==> src/rtl/arb_pkg.sv <==
// rtl/arb_pkg.sv - shared types and constants for the SRAM bus arbiter
package arb_pkg;

  typedef enum logic [1:0] {
    ST_IDLE = 2'd0,
    ST_ADDR = 2'd1,
    ST_DATA = 2'd2
  } arb_state_t;

  typedef enum logic {
    OWNER_INST = 1'b0,
    OWNER_DATA = 1'b1
  } arb_owner_t;

  typedef struct packed {
    logic        wr;
    logic [2:0]  size;
    logic [3:0]  wstrb;
    logic [31:0] addr;
    logic [31:0] wdata;
  } mem_req_t;

  localparam logic [2:0] SZ_WORD_CODE = 3'd2;

endpackage

==> src/rtl/sram_arbiter_if.sv <==
// rtl/sram_arbiter_if.sv - fetch, data and bus port signals of the arbiter
interface sram_arbiter_if;
  logic        inst_req;
  logic [31:0] inst_addr;
  logic        inst_addr_ok;
  logic        inst_data_ok;
  logic [31:0] inst_rdata;

  logic        data_req;
  logic        data_wr;
  logic [2:0]  data_size;
  logic [3:0]  data_wstrb;
  logic [31:0] data_addr;
  logic [31:0] data_wdata;
  logic        data_addr_ok;
  logic        data_data_ok;
  logic [31:0] data_rdata;

  logic        bus_req;
  logic        bus_wr;
  logic [2:0]  bus_size;
  logic [3:0]  bus_wstrb;
  logic [31:0] bus_addr;
  logic [31:0] bus_wdata;
  logic        bus_addr_ok;
  logic        bus_data_ok;
  logic [31:0] bus_rdata;

  // Arbiter side.
  modport slave (
    input  inst_req, inst_addr,
    output inst_addr_ok, inst_data_ok, inst_rdata,
    input  data_req, data_wr, data_size, data_wstrb, data_addr, data_wdata,
    output data_addr_ok, data_data_ok, data_rdata,
    output bus_req, bus_wr, bus_size, bus_wstrb, bus_addr, bus_wdata,
    input  bus_addr_ok, bus_data_ok, bus_rdata
  );

  // Pipeline and bus bridge side.
  modport master (
    output inst_req, inst_addr,
    input  inst_addr_ok, inst_data_ok, inst_rdata,
    output data_req, data_wr, data_size, data_wstrb, data_addr, data_wdata,
    input  data_addr_ok, data_data_ok, data_rdata,
    input  bus_req, bus_wr, bus_size, bus_wstrb, bus_addr, bus_wdata,
    output bus_addr_ok, bus_data_ok, bus_rdata
  );
endinterface

==> src/rtl/arb_pick.sv <==
// rtl/arb_pick.sv - combinational winner select; SRAM_ARB_RR_EN selects round-robin
module arb_pick
  import arb_pkg::*;
(
  input  logic       inst_req_i,
  input  logic       data_req_i,
`ifdef SRAM_ARB_RR_EN
  input  arb_owner_t last_grant_i,
`endif
  output logic       valid_o,
  output arb_owner_t owner_o
);

  always_comb begin
    valid_o = inst_req_i | data_req_i;
    owner_o = OWNER_INST;
    if (inst_req_i && data_req_i) begin
`ifdef SRAM_ARB_RR_EN
      owner_o = (last_grant_i == OWNER_INST) ? OWNER_DATA : OWNER_INST;
`else
      owner_o = OWNER_DATA;
`endif
    end else if (data_req_i) begin
      owner_o = OWNER_DATA;
    end
  end

endmodule

==> src/rtl/sram_arbiter.sv <==
// rtl/sram_arbiter.sv - shares one SRAM-like bus between fetch and data ports; SRAM_ARB_RR_EN enables round-robin
module sram_arbiter
  import arb_pkg::*;
(
  input  logic          clk,
  input  logic          rst,
  sram_arbiter_if.slave io
);

  arb_state_t state_q, state_d;
  arb_owner_t owner_q, owner_d;
  mem_req_t   req_q, req_d;
  mem_req_t   inst_fields, data_fields;
  arb_owner_t pick_owner;
  logic       pick_valid;
  logic       data_done;
  logic       grant;

`ifdef SRAM_ARB_RR_EN
  arb_owner_t last_grant_q;

  arb_pick u_pick (
    .inst_req_i   (io.inst_req),
    .data_req_i   (io.data_req),
    .last_grant_i (last_grant_q),
    .valid_o      (pick_valid),
    .owner_o      (pick_owner)
  );

  always_ff @(posedge clk) begin
    if (rst) begin
      last_grant_q <= OWNER_INST;
    end else if (grant) begin
      last_grant_q <= pick_owner;
    end
  end
`else
  arb_pick u_pick (
    .inst_req_i (io.inst_req),
    .data_req_i (io.data_req),
    .valid_o    (pick_valid),
    .owner_o    (pick_owner)
  );
`endif

  // A completing data phase frees the bus in the same cycle, so a new grant may overlap it.
  assign data_done = !rst && (state_q == ST_DATA) && io.bus_data_ok;
  assign grant     = !rst && pick_valid && ((state_q == ST_IDLE) || data_done);

  always_comb begin
    inst_fields = '{wr: 1'b0, size: SZ_WORD_CODE, wstrb: 4'h0,
                    addr: io.inst_addr, wdata: 32'h0};
    data_fields = '{wr: io.data_wr, size: io.data_size, wstrb: io.data_wstrb,
                    addr: io.data_addr, wdata: io.data_wdata};
  end

  always_comb begin
    state_d = state_q;
    owner_d = owner_q;
    req_d   = req_q;
    unique case (state_q)
      ST_IDLE: if (grant) state_d = ST_ADDR;
      ST_ADDR: if (io.bus_addr_ok) state_d = ST_DATA;
      ST_DATA: if (data_done) state_d = grant ? ST_ADDR : ST_IDLE;
      default: state_d = ST_IDLE;
    endcase
    if (grant) begin
      owner_d = pick_owner;
      req_d   = (pick_owner == OWNER_DATA) ? data_fields : inst_fields;
    end
  end

  always_ff @(posedge clk) begin
    if (rst) begin
      state_q <= ST_IDLE;
      owner_q <= OWNER_INST;
      req_q   <= '0;
    end else begin
      state_q <= state_d;
      owner_q <= owner_d;
      req_q   <= req_d;
    end
  end

  assign io.inst_addr_ok = grant && (pick_owner == OWNER_INST);
  assign io.data_addr_ok = grant && (pick_owner == OWNER_DATA);
  assign io.inst_data_ok = data_done && (owner_q == OWNER_INST);
  assign io.data_data_ok = data_done && (owner_q == OWNER_DATA);
  assign io.inst_rdata   = io.inst_data_ok ? io.bus_rdata : 32'h0;
  assign io.data_rdata   = io.data_data_ok ? io.bus_rdata : 32'h0;

  assign io.bus_req   = (state_q == ST_ADDR);
  assign io.bus_wr    = req_q.wr;
  assign io.bus_size  = req_q.size;
  assign io.bus_wstrb = req_q.wstrb;
  assign io.bus_addr  = req_q.addr;
  assign io.bus_wdata = req_q.wdata;

endmodule

==> src/flat_wrapper.sv <==
// flat-port wrapper written by rule: the top's interface ports become plain ports
module sram_arbiter_flat import arb_pkg::*;
  (clk, rst, io_inst_req, io_inst_addr, io_inst_addr_ok, io_inst_data_ok, io_inst_rdata, io_data_req, io_data_wr, io_data_size, io_data_wstrb, io_data_addr, io_data_wdata, io_data_addr_ok, io_data_data_ok, io_data_rdata, io_bus_req, io_bus_wr, io_bus_size, io_bus_wstrb, io_bus_addr, io_bus_wdata, io_bus_addr_ok, io_bus_data_ok, io_bus_rdata);
  sram_arbiter_if io_i ();
  input  logic clk;
  input  logic rst;
  input wire logic [$bits(io_i.inst_req)-1:0] io_inst_req;
  input wire logic [$bits(io_i.inst_addr)-1:0] io_inst_addr;
  output wire logic [$bits(io_i.inst_addr_ok)-1:0] io_inst_addr_ok;
  output wire logic [$bits(io_i.inst_data_ok)-1:0] io_inst_data_ok;
  output wire logic [$bits(io_i.inst_rdata)-1:0] io_inst_rdata;
  input wire logic [$bits(io_i.data_req)-1:0] io_data_req;
  input wire logic [$bits(io_i.data_wr)-1:0] io_data_wr;
  input wire logic [$bits(io_i.data_size)-1:0] io_data_size;
  input wire logic [$bits(io_i.data_wstrb)-1:0] io_data_wstrb;
  input wire logic [$bits(io_i.data_addr)-1:0] io_data_addr;
  input wire logic [$bits(io_i.data_wdata)-1:0] io_data_wdata;
  output wire logic [$bits(io_i.data_addr_ok)-1:0] io_data_addr_ok;
  output wire logic [$bits(io_i.data_data_ok)-1:0] io_data_data_ok;
  output wire logic [$bits(io_i.data_rdata)-1:0] io_data_rdata;
  output wire logic [$bits(io_i.bus_req)-1:0] io_bus_req;
  output wire logic [$bits(io_i.bus_wr)-1:0] io_bus_wr;
  output wire logic [$bits(io_i.bus_size)-1:0] io_bus_size;
  output wire logic [$bits(io_i.bus_wstrb)-1:0] io_bus_wstrb;
  output wire logic [$bits(io_i.bus_addr)-1:0] io_bus_addr;
  output wire logic [$bits(io_i.bus_wdata)-1:0] io_bus_wdata;
  input wire logic [$bits(io_i.bus_addr_ok)-1:0] io_bus_addr_ok;
  input wire logic [$bits(io_i.bus_data_ok)-1:0] io_bus_data_ok;
  input wire logic [$bits(io_i.bus_rdata)-1:0] io_bus_rdata;
  assign io_i.inst_req = io_inst_req;
  assign io_i.inst_addr = io_inst_addr;
  assign io_inst_addr_ok = io_i.inst_addr_ok;
  assign io_inst_data_ok = io_i.inst_data_ok;
  assign io_inst_rdata = io_i.inst_rdata;
  assign io_i.data_req = io_data_req;
  assign io_i.data_wr = io_data_wr;
  assign io_i.data_size = io_data_size;
  assign io_i.data_wstrb = io_data_wstrb;
  assign io_i.data_addr = io_data_addr;
  assign io_i.data_wdata = io_data_wdata;
  assign io_data_addr_ok = io_i.data_addr_ok;
  assign io_data_data_ok = io_i.data_data_ok;
  assign io_data_rdata = io_i.data_rdata;
  assign io_bus_req = io_i.bus_req;
  assign io_bus_wr = io_i.bus_wr;
  assign io_bus_size = io_i.bus_size;
  assign io_bus_wstrb = io_i.bus_wstrb;
  assign io_bus_addr = io_i.bus_addr;
  assign io_bus_wdata = io_i.bus_wdata;
  assign io_i.bus_addr_ok = io_bus_addr_ok;
  assign io_i.bus_data_ok = io_bus_data_ok;
  assign io_i.bus_rdata = io_bus_rdata;
  sram_arbiter u_core (.clk(clk), .rst(rst), .io(io_i));
endmodule
==> config.mk <==
export PLATFORM = sky130hd
export DESIGN_NAME = sram_arbiter_flat
export DESIGN_NICKNAME = d
export VERILOG_FILES = /design/src/rtl/arb_pkg.sv /design/src/rtl/sram_arbiter_if.sv /design/src/rtl/arb_pick.sv /design/src/rtl/sram_arbiter.sv /design/src/flat_wrapper.sv
export SDC_FILE = /design/constraint.sdc
export NUM_CORES = 1
export LEC_CHECK = 0
export CORE_MARGIN = 5
export CORE_UTILIZATION = 34
export CTS_CLUSTER_DIAMETER = 30
export DETAILED_ROUTE_END_ITERATION = 8
export PLACE_DENSITY_LB_ADDON = 0.08
export SYNTH_ARGS = -nofsm -noshare
export SYNTH_HDL_FRONTEND = slang
export SYNTH_SLANG_ARGS = --single-unit
export TNS_END_PERCENT = 10
==> constraint.sdc <==
create_clock -name clk -period 1.9 [get_ports clk]
set_input_delay 0.38 -clock clk [delete_from_list [all_inputs] [get_ports clk]]
set_output_delay 0.38 -clock clk [all_outputs]
set_load 0.03 [all_outputs]
# After elaboration in Yosys (flattened, before gate mapping)
# Cells that the tools add are included.
[word_totals]
latchBits = 0
regBits = 75
romBits = 0
mem_bits_rw = 0
memories = 0
input_bits = 142
output_inout_bits = 141
[op_classes]
shift = 0
n_eq_ne = 5
div = 0
bitwise_logic = 3
order_cmp = 0
n_reduce_logical = 13
mux = 10
multipliers = 0
add_sub_neg = 0
[op_table]
columns = ["op", "count"]
rows = [
  ["$mux 72", 1],
  ["$mux 32", 2],
  ["$logic_and 1x1->1", 9],
  ["$mux 2", 3],
  ["$ne 2x1->1 const B", 3],
  ["$pmux 2 s3", 1],
  ["$mux 1", 3],
  ["$reduce_and 3->1", 1],
  ["$eq 2x1->1 const B", 1],
  ["$eq 2x2->1 const B", 1],
  ["$logic_not 2->1", 1],
  ["$not 1->1", 2],
  ["$logic_not 1->1", 1],
  ["$logic_or 1x1->1", 1],
  ["$or 1x1->1", 1],
]

# Longest topological paths before layout
[depth]
word_depth = 8
ltp_mapped = 5
ltp_nobuf = 3

# Cells and area by module
# A second synthesis with hierarchy kept.
[hier_totals]
cells_unflattened = 425
hier_area_um2 = 3905.0
[by_module_without_submodules]
columns = ["module", "area_per_inst_um2", "cells_each", "instances"]
rows = [
  ["sram_arbiter", 3895.0, 423, 1],
  ["arb_pick", 10.0, 2, 1],
]

# Worst setup path after synthesis
# OpenSTA, ideal clock, no wires.
[synth_timing]
kind = "input to output"
from = "in rst"
to = "out io_inst_rdata[22]"
stages = 4
arrival_ns = 1.346
n_path_buf = 1
path_slack_ns = 0.174
required_time_ns = 1.520
path_cell_list = "nor2_2 > and4b_1 > buf_2 > and2_1"
[synth_between]
elab_chain_cells = 5
[synth_rtl]
columns = ["item", "line", "text"]
rows = [
  ["from (decl)", "flat_wrapper.sv:6", "input logic rst;"],
  ["$logic_not 1->1", "sram_arbiter.sv:47", "assign data_done = !rst && (state_q == ST_DATA) && io.bus_data_ok;"],
  ["$logic_and 1x1->1 (2 in a row)", "sram_arbiter.sv:47", ""],
  ["$logic_and 1x1->1", "sram_arbiter.sv:87", "assign io.inst_data_ok = data_done && (owner_q == OWNER_INST);"],
  ["net io_inst_data_ok", "flat_wrapper.sv:10", "output wire logic [$bits(io_i.inst_data_ok)-1:0] io_inst_data_ok;"],
  ["$mux 32", "sram_arbiter.sv:89", "assign io.inst_rdata = io.inst_data_ok ? io.bus_rdata : 32'h0;"],
  ["to (decl)", "flat_wrapper.sv:11", "output wire logic [$bits(io_i.inst_rdata)-1:0] io_inst_rdata;"],
]
# The timed path passes the listed nets, and every way through them passes these cells.

# Worst setup path after layout
[layout_timing]
from = "in io_bus_data_ok"
to = "out io_inst_rdata[6]"
[layout_between]
elab_chain_cells = 3
[layout_rtl]
columns = ["item", "line", "text"]
rows = [
  ["from (decl)", "flat_wrapper.sv:28", "input wire logic [$bits(io_i.bus_data_ok)-1:0] io_bus_data_ok;"],
  ["$logic_and 1x1->1", "sram_arbiter.sv:47", ""],
  ["$logic_and 1x1->1", "sram_arbiter.sv:87", ""],
  ["$mux 32", "sram_arbiter.sv:89", ""],
]
# Every way passes these cells.

==> flow_summary.json <==
{
  "status": "finished, violations left",
  "violations": "negative setup slack",
  "cts_tree": "built",
  "drt_pass1_iterations": 4,
  "totalWireLength_microns": 15800,
  "fin_crit_ns": 1.99,
  "antenna_found_initial": 0,
  "cts_inserted_buffers": 9,
  "vias_per_cell": 5.25,
  "slew_headroom": 0.0642,
  "dp_hpwl_microns": 11300,
  "crit_required_ns": 1.52,
  "nFillCells": 899,
  "drive_gt1_frac": 0.207,
  "drcViolationCount": 0,
  "path_class": "input port to output pin",
  "syn_area_per_cell_sq_um": 8.76,
  "synth_edf_count": 0,
  "yosysWarnings": 0,
  "fmax_mhz": 502,
  "cts_root_buffer": "clkbuf_8",
  "diodes": 0,
  "maxCapViolations": 0,
  "overflow": 0,
  "io-pin-count": 283,
  "port_buffers": 282,
  "yosys-top-cells-count": "75 x dfxtp_1, 71 x o311ai_0, 70 x o21ai_1",
  "rsz0062_at_grt": "yes",
  "tightest_slew_ns": 1.40,
  "gp_congestion": 0.864,
  "power_density_nw_per_um2": 573,
  "num_rows": 38,
  "setup_viol": 67,
  "period_share": 1.05,
  "gr-usage-all-layers": 0.223,
  "tns_ns": -3.26,
  "syn2layout_area_growth_pct": 90.6,
  "fin_nets": 832,
  "peakVddDrop_v": 0.000306,
  "synth.area.top_cells": "dfxtp_1 40%, o311ai_0 17%, and2_1 11%",
  "hold_viol_final": 0,
  "switchingPower_mw": 1.26,
  "pwr-share-clk": 0.277,
  "p_leak_nw": 2.81,
  "startpoint_type": "input port",
  "grt_pass1_vias": 4355,
  "synthArstFlopShare": 0,
  "h-tree-depth": 3,
  "drv_slew": 0,
  "fin_ws_ns": -0.0933,
  "synth-main-ff-cell": "dfxtp_1",
  "synth_top_area_share": 0.404,
  "syn_nets": 566,
  "p_int_mw": 2.80,
  "grt_max_degree": 72,
  "die_y_microns": 115,
  "crit_arrival_ns": 1.61,
  "synth_area_leader_cell": "dfxtp_1",
  "clk_latency_ns": 0.35,
  "drt_iter0_drc": 254,
  "p_sw_frac": 0.310,
  "pwr-share-seq": 0.431,
  "grt_pass1_wl_microns": 23300,
  "ys_seq_area_frac": 0.404,
  "vias": 4385,
  "combPwrFrac": 0.292,
  "synth.distinct_cells": 25,
  "setup.worst_path.end_class": "output pin",
  "syn_area_sq_um": 3710,
  "cts_buffer_depth": 2,
  "fin_skew_ns": 0.00992,
  "postRouteAntennaNets": 0,
  "dieWidth_microns": 115,
  "cts.sinks": 75,
  "clkTransAtPathRegs_ns": 0.07,
  "hold_class": "register to register",
  "core_area_sq_um": 10800,
  "synth-seq-cells": 75,
  "post_drt_wl_per_cell_microns": 18.9,
  "cp_max_fo": 8,
  "finalPower_mw": 4.05,
  "initial_core_util": 0.344,
  "synth_most_common_cell": "dfxtp_1",
  "die_area_sq_um": 13100,
  "netlist_instances": 424
}
repair_timing:
action / 4_1_cts / 5_1_grt
gates cloned: 2 / 1
hold buffers: 0 / 0
buffers inserted: 4 / 0
pin swaps: 2 / 12
resized for setup: 49 / 13
setup endpoints to repair: 139 / 137
endpoints found under the hold margin: 0 / 0
metal layers:
metal	vias to the layer above	global-route usage	routed length, microns
li1	2110	-	-
met1	2068	0.244	5830
met2	184	0.400	8150
met3	23	0.0724	1440
met4	0	0.0792	385
met5	-	0	0
power groups by stage:
stage          logic (mW)  registers [mW]  clock network [mW]
3_3_place_gp         1.16            1.78                   0
4_1_cts              1.19            1.75                1.15
3_5_place_dp         1.17            1.78                   0
6_report             1.18            1.75                1.12
2_1_floorplan       0.297            1.99                   0
5_1_grt              1.25            1.76                1.22
cell usage in the layout (no fill, tap or decap), types with 2 or more instances in the layout:
cell type / instances
clkdlybuf4s50_1: 209
dfxtp_1: 73
o311ai_0: 70
o21ai_1: 70
buf_4: 52
nand2_1: 40
and2_1: 38
mux2i_1: 32
and2_4: 26
buf_6: 25
buf_12: 15
clkbuf_8: 10
nor2_1: 3
nor2_4: 2
a21oi_1: 2
clkinvlp_4: 2
dfxtp_2: 2
metrics by stage:
stage	setup WS (ns)	cells	utilization	hold slack, ns	instance area (sq um)
6_report	-0.0933	835	0.656	0.467	7080
5_1_grt	-0.153	835	0.656	0.508	7080
4_1_cts	-0.0746	834	0.652	0.468	7040
3_5_place_dp	-0.524	812	0.614	0.468	6630
3_3_place_gp	-0.441	812	0.614	0.448	6630
2_1_floorplan	0.174	424	-	0.449	3710
worst paths after layout:
check / start / to / slack (ns) / cells after the start
setup / recovery: io_bus_data_ok / io_inst_rdata[6] / -0.09 / 5
hold / removal: u_core.io.bus_size[1] / u_core.io.bus_size[1] / 0.47 / 2
setup reg to reg: u_core.state_q[1] / u_core.io.bus_addr[2] / -0.06 / 3
hold reg to reg: u_core.io.bus_size[1] / u_core.io.bus_size[1] / 0.47 / 2
final cells by class:
type	instances	area, sq um	area share
sequential	75	1500	0.213
multi-input combinational	297	2060	0.291
inverter	1	3.75	0.000530
clock buffer	11	141	0.0200
tap	140	175	0.0248
timing repair buffer	306	3160	0.446
clock inverter	5	37.5	0.00530
flip-flops by register name, summed over array words and instances (netlist names):
| register | count |
|---|---|
| u_core.state_q | 2 |
| u_core.io.bus_size | 3 |
| u_core.owner_q | 1 |
| u_core.io.bus_wr | 1 |
| u_core.io.bus_wdata | 32 |
| u_core.io.bus_addr | 32 |
| u_core.io.bus_wstrb | 4 |
worst max-delay path, stage by stage:
cell	delay, ns
clkdlybuf4s15_1	0.35
and4b_2	0.33
bufbuf_16	0.27
and2_1	0.14
buf_6	0.14
kinds of logic after synthesis:
| kind of cell | after synthesis | synth area share |
|---|---|---|
| flops | 75 | 0.404 |
| simple gates | 118 | 0.173 |
| compound gates | 146 | 0.270 |
| buf+inv | 53 | 0.0660 |
| mux | 32 | 0.0863 |
Note: power is estimated with default switching activity, not from simulation.
